## config.mk

```make
export PLATFORM = sky130hd
export DESIGN_NAME = tib_loader
export DESIGN_NICKNAME = d
export VERILOG_FILES = /design/src/rtl/tib_loader.sv
export SDC_FILE = /design/constraint.sdc
export NUM_CORES = 1
export LEC_CHECK = 0
export ABC_AREA = 0
export CAP_MARGIN = 20
export CORE_MARGIN = 10
export CORE_UTILIZATION = 30
export DETAILED_ROUTE_END_ITERATION = 8
export GPL_ROUTABILITY_DRIVEN = 0
export PLACE_DENSITY = 0.49
export SYNTH_ARGS = -nofsm -noshare
export SYNTH_HDL_FRONTEND = slang
export SYNTH_SLANG_ARGS = --single-unit
```

## constraint.sdc

```tcl
create_clock -name clk -period 3.6 [get_ports clk]
set_clock_uncertainty 0.15 [all_clocks]
set_input_delay 0.72 -clock clk [delete_from_list [all_inputs] [get_ports clk]]
set_output_delay 0.72 -clock clk [all_outputs]
set_load 0.005 [all_outputs]
```

## src/rtl/tib_loader.sv

```systemverilog
// Console line loader: edits an incoming byte stream and writes the line into TIB for eJ32.
// Latency: an accepted byte produces its registered write in the next cycle; the terminator follows a line end by one cycle.
// Backpressure: rx_ready drops from line end until ack_i re-arms the loader; one byte per cycle otherwise.
module tib_loader #(
    parameter int TIB    = 'h1000,
    parameter int TIB_SZ = 'h100,
    parameter int ASZ    = 17,
    localparam int PW    = $clog2(TIB_SZ)
) (
    input  logic           clk,
    input  logic           clr,
    input  logic           rx_valid,
    input  logic [7:0]     rx_data,
    output logic           rx_ready,
    output logic [ASZ-1:0] addr_o,
    output logic [7:0]     data_o,
    output logic           we_o,
    output logic           busy_o,
    output logic           line_rdy_o,
    output logic [PW-1:0]  len_o,
    output logic           ovf_o,
    input  logic           ack_i
);

    typedef enum logic [1:0] {IDLE, RECV, TERM, WAIT} state_t;

    localparam logic [PW-1:0] PTR_MAX = PW'(TIB_SZ - 1);

    state_t        state;
    logic [PW-1:0] ptr;
    logic          inc;
    logic [PW-1:0] ptr_eff;
    logic [7:0]    ch;
    logic          is_eol;
    logic          is_bs;
    logic          is_print;

    // ptr itself advances one edge after the write is issued, so decisions for
    // a byte arriving back-to-back must use the pointer including that pending step.
    always_comb begin
        ptr_eff  = ptr + PW'(inc);
        ch       = (rx_data == 8'h09) ? 8'h20 : rx_data;
        is_eol   = (rx_data == 8'h0D) || (rx_data == 8'h0A);
        is_bs    = (rx_data == 8'h08) || (rx_data == 8'h7F);
        is_print = (ch >= 8'h20) && !is_bs;
    end

    function automatic logic [ASZ-1:0] tib_addr(input logic [PW-1:0] p);
        return ASZ'(TIB) + ASZ'(p);
    endfunction

    always_ff @(posedge clk or posedge clr) begin
        if (clr) begin
            state      <= IDLE;
            ptr        <= '0;
            inc        <= 1'b0;
            rx_ready   <= 1'b1;
            we_o       <= 1'b0;
            addr_o     <= ASZ'(TIB);
            data_o     <= 8'h00;
            busy_o     <= 1'b0;
            line_rdy_o <= 1'b0;
            len_o      <= '0;
            ovf_o      <= 1'b0;
        end else begin
            we_o <= 1'b0;
            inc  <= 1'b0;
            ptr  <= ptr_eff;
            case (state)
                IDLE, RECV: begin
                    if (rx_valid && rx_ready) begin
                        busy_o <= 1'b1;
                        state  <= RECV;
                        if (is_eol) begin
                            state    <= TERM;
                            rx_ready <= 1'b0;
                            we_o     <= 1'b1;
                            addr_o   <= tib_addr(ptr_eff);
                            data_o   <= 8'h00;
                        end else if (is_bs) begin
                            if (ptr_eff != '0)
                                ptr <= ptr_eff - 1'b1;
                        end else if (is_print) begin
                            if (ptr_eff < PTR_MAX) begin
                                we_o   <= 1'b1;
                                addr_o <= tib_addr(ptr_eff);
                                data_o <= ch;
                                inc    <= 1'b1;
                            end else begin
                                ovf_o <= 1'b1;
                            end
                        end
                    end
                end
                TERM: begin
                    len_o      <= ptr;
                    line_rdy_o <= 1'b1;
                    busy_o     <= 1'b0;
                    state      <= WAIT;
                end
                WAIT: begin
                    if (ack_i) begin
                        line_rdy_o <= 1'b0;
                        ovf_o      <= 1'b0;
                        ptr        <= '0;
                        addr_o     <= ASZ'(TIB);
                        rx_ready   <= 1'b1;
                        state      <= IDLE;
                    end
                end
                default: state <= IDLE;
            endcase
        end
    end

endmodule

```

# [After elaboration in Yosys (flattened, before gate mapping)]
# Index checks and enable logic that the tools add are counted.
# W data, S select, Z words.
[totals] ff_bits=49 input_bits=12 out_inout_bits=38 wordCells=100
[classes] add_sub_neg=3 n_lt_le_gt_ge=2 eq_ne=19 muxes=45 n_reduce_logical=20
[ops] cell="$mux W17" count=6
[ops] cell="$mux W8" count=10
[ops] cell="$pmux W17 S2" count=1
[ops] cell="$eq A8 B4 Y1 const B" count=4
[ops] cell="$mux W1" count=19
[ops] cell="$ne A2 B2 Y1 const B" count=8
[ops] cell="$pmux W8 S2" count=1
[ops] cell="$add A13 B8 Y14 const A" count=1
[ops] cell="$reduce_bool A2 Y1" count=5
[ops] cell="$ne A3 B3 Y1 const B" count=3
[ops] cell="$add A8 B1 Y8" count=1
[ops] cell="$eq A8 B7 Y1 const B" count=1
[ops] cell="$ge A8 B6 Y1 const B" count=1
[ops] cell="$lt A8 B8 Y1 const B" count=1
[ops] cell="$pmux W1 S2" count=4
[ops] cell="$reduce_bool A8 Y1" count=1
[ops] cell="$sub A8 B1 Y8 const B" count=1
[ops] cell="$reduce_and A7 Y1" count=1
[ops] cell="$mux W2" count=3
[ops] cell="$pmux W2 S3" count=1
[ops] cell="$reduce_and A2 Y1" count=3
[ops] cell="$reduce_and A6 Y1" count=1
[ops] cell="$reduce_and A5 Y1" count=1
[ops] cell="$eq A2 B2 Y1 const B" count=2
[ops] cell="other kinds (7)" count=9

# [Depth between registers and ports, before layout]
[depth] ltp_word=9 mapped_depth=9 depth_no_buf=9

# [Worst setup path before layout]
# OpenSTA, ideal clock, no wires.
[synth_path] path_kind="input port to flip-flop" startpoint="in rx_data[5]" endpoint="reg ptr[5]" setup_ns=0.130 t_arrival_ns=2.300 required_ns=3.320 slack_ns=1.020 stages=6 path_buffers=0 cell_sequence="or3_1 -> nor3b_1 -> o21ai_2 -> or4_4 -> o211ai_1 -> o31ai_1"
[synth_between] elab_chain_cells=6 word_cells_on_any_way=10 classes_between="4 x eq/ne; 4 x mux; 2 x reduce/logical"
[synth_lines] element="start: declaration" line_no="13" rtl="input logic [7:0] rx_data,"
[synth_lines] element="$eq A8 B4 Y1 / $eq A8 B7 Y1 (equally long branches)" line_no="44" rtl="is_bs = (rx_data == 8'h08) || (rx_data == 8'h7F);"
[synth_lines] element="$logic_or A1 B1 Y1" line_no="44"
[synth_lines] element="$mux W8" line_no="80" rtl="end else if (is_bs) begin"
[synth_lines] element="$mux W8 (*)" line_no="74" rtl="if (is_eol) begin"
[synth_lines] element="$mux W8 (*)" line_no="71" rtl="if (rx_valid && rx_ready) begin"
[synth_lines] element="$pmux W8 S2 (*)" line_no="69" rtl="case (state)"
[synth_lines] element="end signal: assignment" line_no="68" rtl="ptr <= ptr_eff;"
[synth_lines] element="end signal: assignment" line_no="82" rtl="ptr <= ptr_eff - 1'b1;"
[synth_lines] element="end: declaration" line_no="30" rtl="logic [PW-1:0] ptr;"
# Mark *: on every way between the ends. The rest lies on a longest branch, timed or not.
# A chain may end at the register's enable or synchronous reset.

# [Worst setup path after layout]
[layout_path] startpoint="in rx_data[2]" endpoint="reg ptr[5]"
# Same word-level chain as after synthesis.

==> results.ini <==
[timing]
report.final.setup_viol=0
setup_total_negative_slack_ns=0
layout_min_cycle_time_ns=2.95
relSlewSlack_pct=64.8
worst_slack_setup_final_ns=0.649
timing.hold.ws_ns=0.332
max_slew.worst_pin.slew_ns=0.528
finalHoldViolCount=0
rsz0062_at_grt=false
final_min_period_over_clock_period_pct=82.0
achievable_freq_mhz=339
slew_viol_final=0

[global_route]
grtUsageTotal_pct=9.92
first_global_vias=1772
number_of_antenna_violations_at_the_first_check_in_global_routing=0
grt_start_max_net_pins=41
gr-total-overflow=0
grt_first_pass_wirelength_um=9330

[yosys]
yosys_register_bits=40
seq_area_frac_synth_pct=43.4
syn-mean-instance-area_um2=10.2
synth.cell_area_mm2=0.00231
ys_warn_count=0
number_of_enable_flip_flop_cells_after_synthesis=0
synth_async_sr_flop_share_pct=100
ys.flop_type=dfrtp_1
post_synth_cell_types=58
post_synth_inst_count=227

[clock_network]
cts-buffers-inserted=5
worstSkewPairLatency_ns=0.29
cts.hold.buffers_added=0
htree_num_levels=2
clk_pin_slew_ns=0.08
post-cts-setup-buffers=0
clock-sinks=40
clk_path_buf_depth=2
resized_cells_post_cts=0
cts_tree=built
clock-root-buffer=clkbuf_8

[power]
p_sw_share_pct=19.8
p_leak_nw=1.30
combPwrFrac_pct=4.0
p_per_area_mw_per_mm2=318
intPower_mw=0.737
clock_power_share_pct=47.1
net-switching-power_mw=0.182
p_seq_share_pct=48.8
vdd_ir_drop_max_mv=0.155

[worst_setup_path]
data_arrival_critical_path_ns=2.97
critical_path_required_ns=3.62
setup.worst_path.start_class=input pin
setup.worst_path.class=in2reg
worst-path-max-fanout=5
cp-end-kind=register

[place]
place_ws_ns=0.359
dp_hpwl_um=4240
port_buffers=40

[die]
design.portCount=50
core_area_mm2=0.00737
die_y_um=108
starting_density_of_the_core_pct=31.3
fp.dieArea_mm2=0.0116
placementRows=31
die-width_um=108

[run_status]
run_status=finished, final reports clean

[drt]
drc=0
totalWireLength_um=5550
vias_per_std_cell=4.77
wl_per_cell_um=15.3
drt-initial-drc-count=66
drt-pass1-iter-count=4
antenna_left=0
detailroute.via_count=1730

[finish]
n_fill_cell=766
drive_gt1_share_pct=16.7
num_antenna_cells=0
syn_to_final_growth_pct=25.2
total_number_of_nets_in_the_final_design=280

[run]
timing.max_cap.violations=0

[worst_hold_path]
hold_class=reg2reg

logic make-up after synthesis:
group	synth area share (%)
mux	11.5
simple gates	17.4
other cells	0.325
buf+inv	6.28
compound gates	15.8
xor+xnor	3.03
fa+ha+maj	2.17
flops	43.4
per-layer routing:
layer,track usage [%],wire length [um],part of all wire (%),up-vias
li1,-,-,-,873
met1,13.1,2720,49,821
met2,15.0,2460,44,32
met3,2.69,295,5.3,4
met4,3.72,76,1.4,0
met5,0,0,0,-
power groups by stage:
stage	Combinational [mW]	Sequential (mW)	Clock, mW
4_1_cts	0.0379	0.449	0.444
6_report	0.0371	0.449	0.433
3_5_place_dp	0.0379	0.458	0
5_1_grt	0.0424	0.449	0.471
3_3_place_gp	0.0382	0.458	0
2_1_floorplan	0.0228	0.458	0
registers in the layout (all words and copies together), names as in the netlist:
name and count:
rx_ready 1, addr_o 8, line_rdy_o 1, state 2, inc 1, data_o 8
busy_o 1, ptr 8, we_o 1, len_o 8, ovf_o 1
through the flow:
step	area, um^2	cells	utilization (%)	total power [mW]
finish	2890	363	39.3	0.919
global route	2890	363	39.3	0.963
CTS	2890	363	39.3	0.931
detailed placement	2760	356	37.5	0.496
global placement	2760	356	37.5	0.496
floorplan	2340	234	-	0.481
layout make-up:
type | instances | area, um^2 | share of cell area (%)
Multi-Input combinational cell | 166 | 1190 | 41.1
Sequential cell | 40 | 1000 | 34.6
Timing Repair Buffer | 42 | 415 | 14.4
Tap cell | 99 | 124 | 4.28
Clock buffer | 5 | 68.8 | 2.38
Clock inverter | 2 | 60.1 | 2.08
Inverter | 9 | 33.8 | 1.17
placed cells by master (no fill, tap or decap), drive strengths merged, types with 4 or more instances in the layout:
cell / netlist / routed
clkdlybuf4s50: 0 / 40
dfrtp: 39 / 39
mux2: 21 / 21
nor2: 19 / 19
nand2: 18 / 18
inv: 9 / 9
conb: 2 / 9
nand3: 6 / 6
and3: 5 / 5
xor2: 5 / 5
clkbuf: 4 / 5
a21oi: 4 / 4
a31oi: 4 / 4
nor3: 4 / 4
o31ai: 4 / 4
ha: 4 / 4
o21ai: 4 / 4
worst max-delay path, stage by stage:
cell	delay, ns
clkdlybuf4s50_1	0.48
nor4b_1	0.48
nor3b_1	0.37
o21ai_2	0.14
or4_4	0.53
o211ai_1	0.17
o31ai_1	0.09
path summary, 6_finish.rpt:
| check | start | to | slack [ns] | cells after the start |
|---|---|---|---|---|
| min | line_rdy_o | line_rdy_o | 0.33 | 1 |
| max in group asynchronous | clr | rx_ready | 2.22 | 3 |
| min in group asynchronous | clr | we_o | 0.70 | 3 |
| max reg2reg | ptr[0] | data_o[6] | 0.71 | 8 |
| max | rx_data[2] | ptr[5] | 0.65 | 7 |
| min reg2reg | line_rdy_o | line_rdy_o | 0.33 | 1 |
cells in the mapped netlist (4+ instances only):
cell | instances | area, um^2
buf_2 | 5 | 25.0
nand2_1 | 17 | 63.8
and3_1 | 5 | 31.3
a21oi_1 | 4 | 20.0
a31oi_1 | 4 | 25.0
nor2_1 | 18 | 67.6
nor3_1 | 4 | 20.0
buf_4 | 9 | 67.6
inv_1 | 9 | 33.8
mux2_2 | 21 | 236
nand3_1 | 6 | 30.0
xor2_1 | 5 | 43.8
dfrtp_1 | 39 | 976
clkbuf_1 | 4 | 15.0
o31ai_1 | 4 | 30.0
ha_1 | 4 | 50.1
No activity file was read; power rests on OpenSTA's default activity.
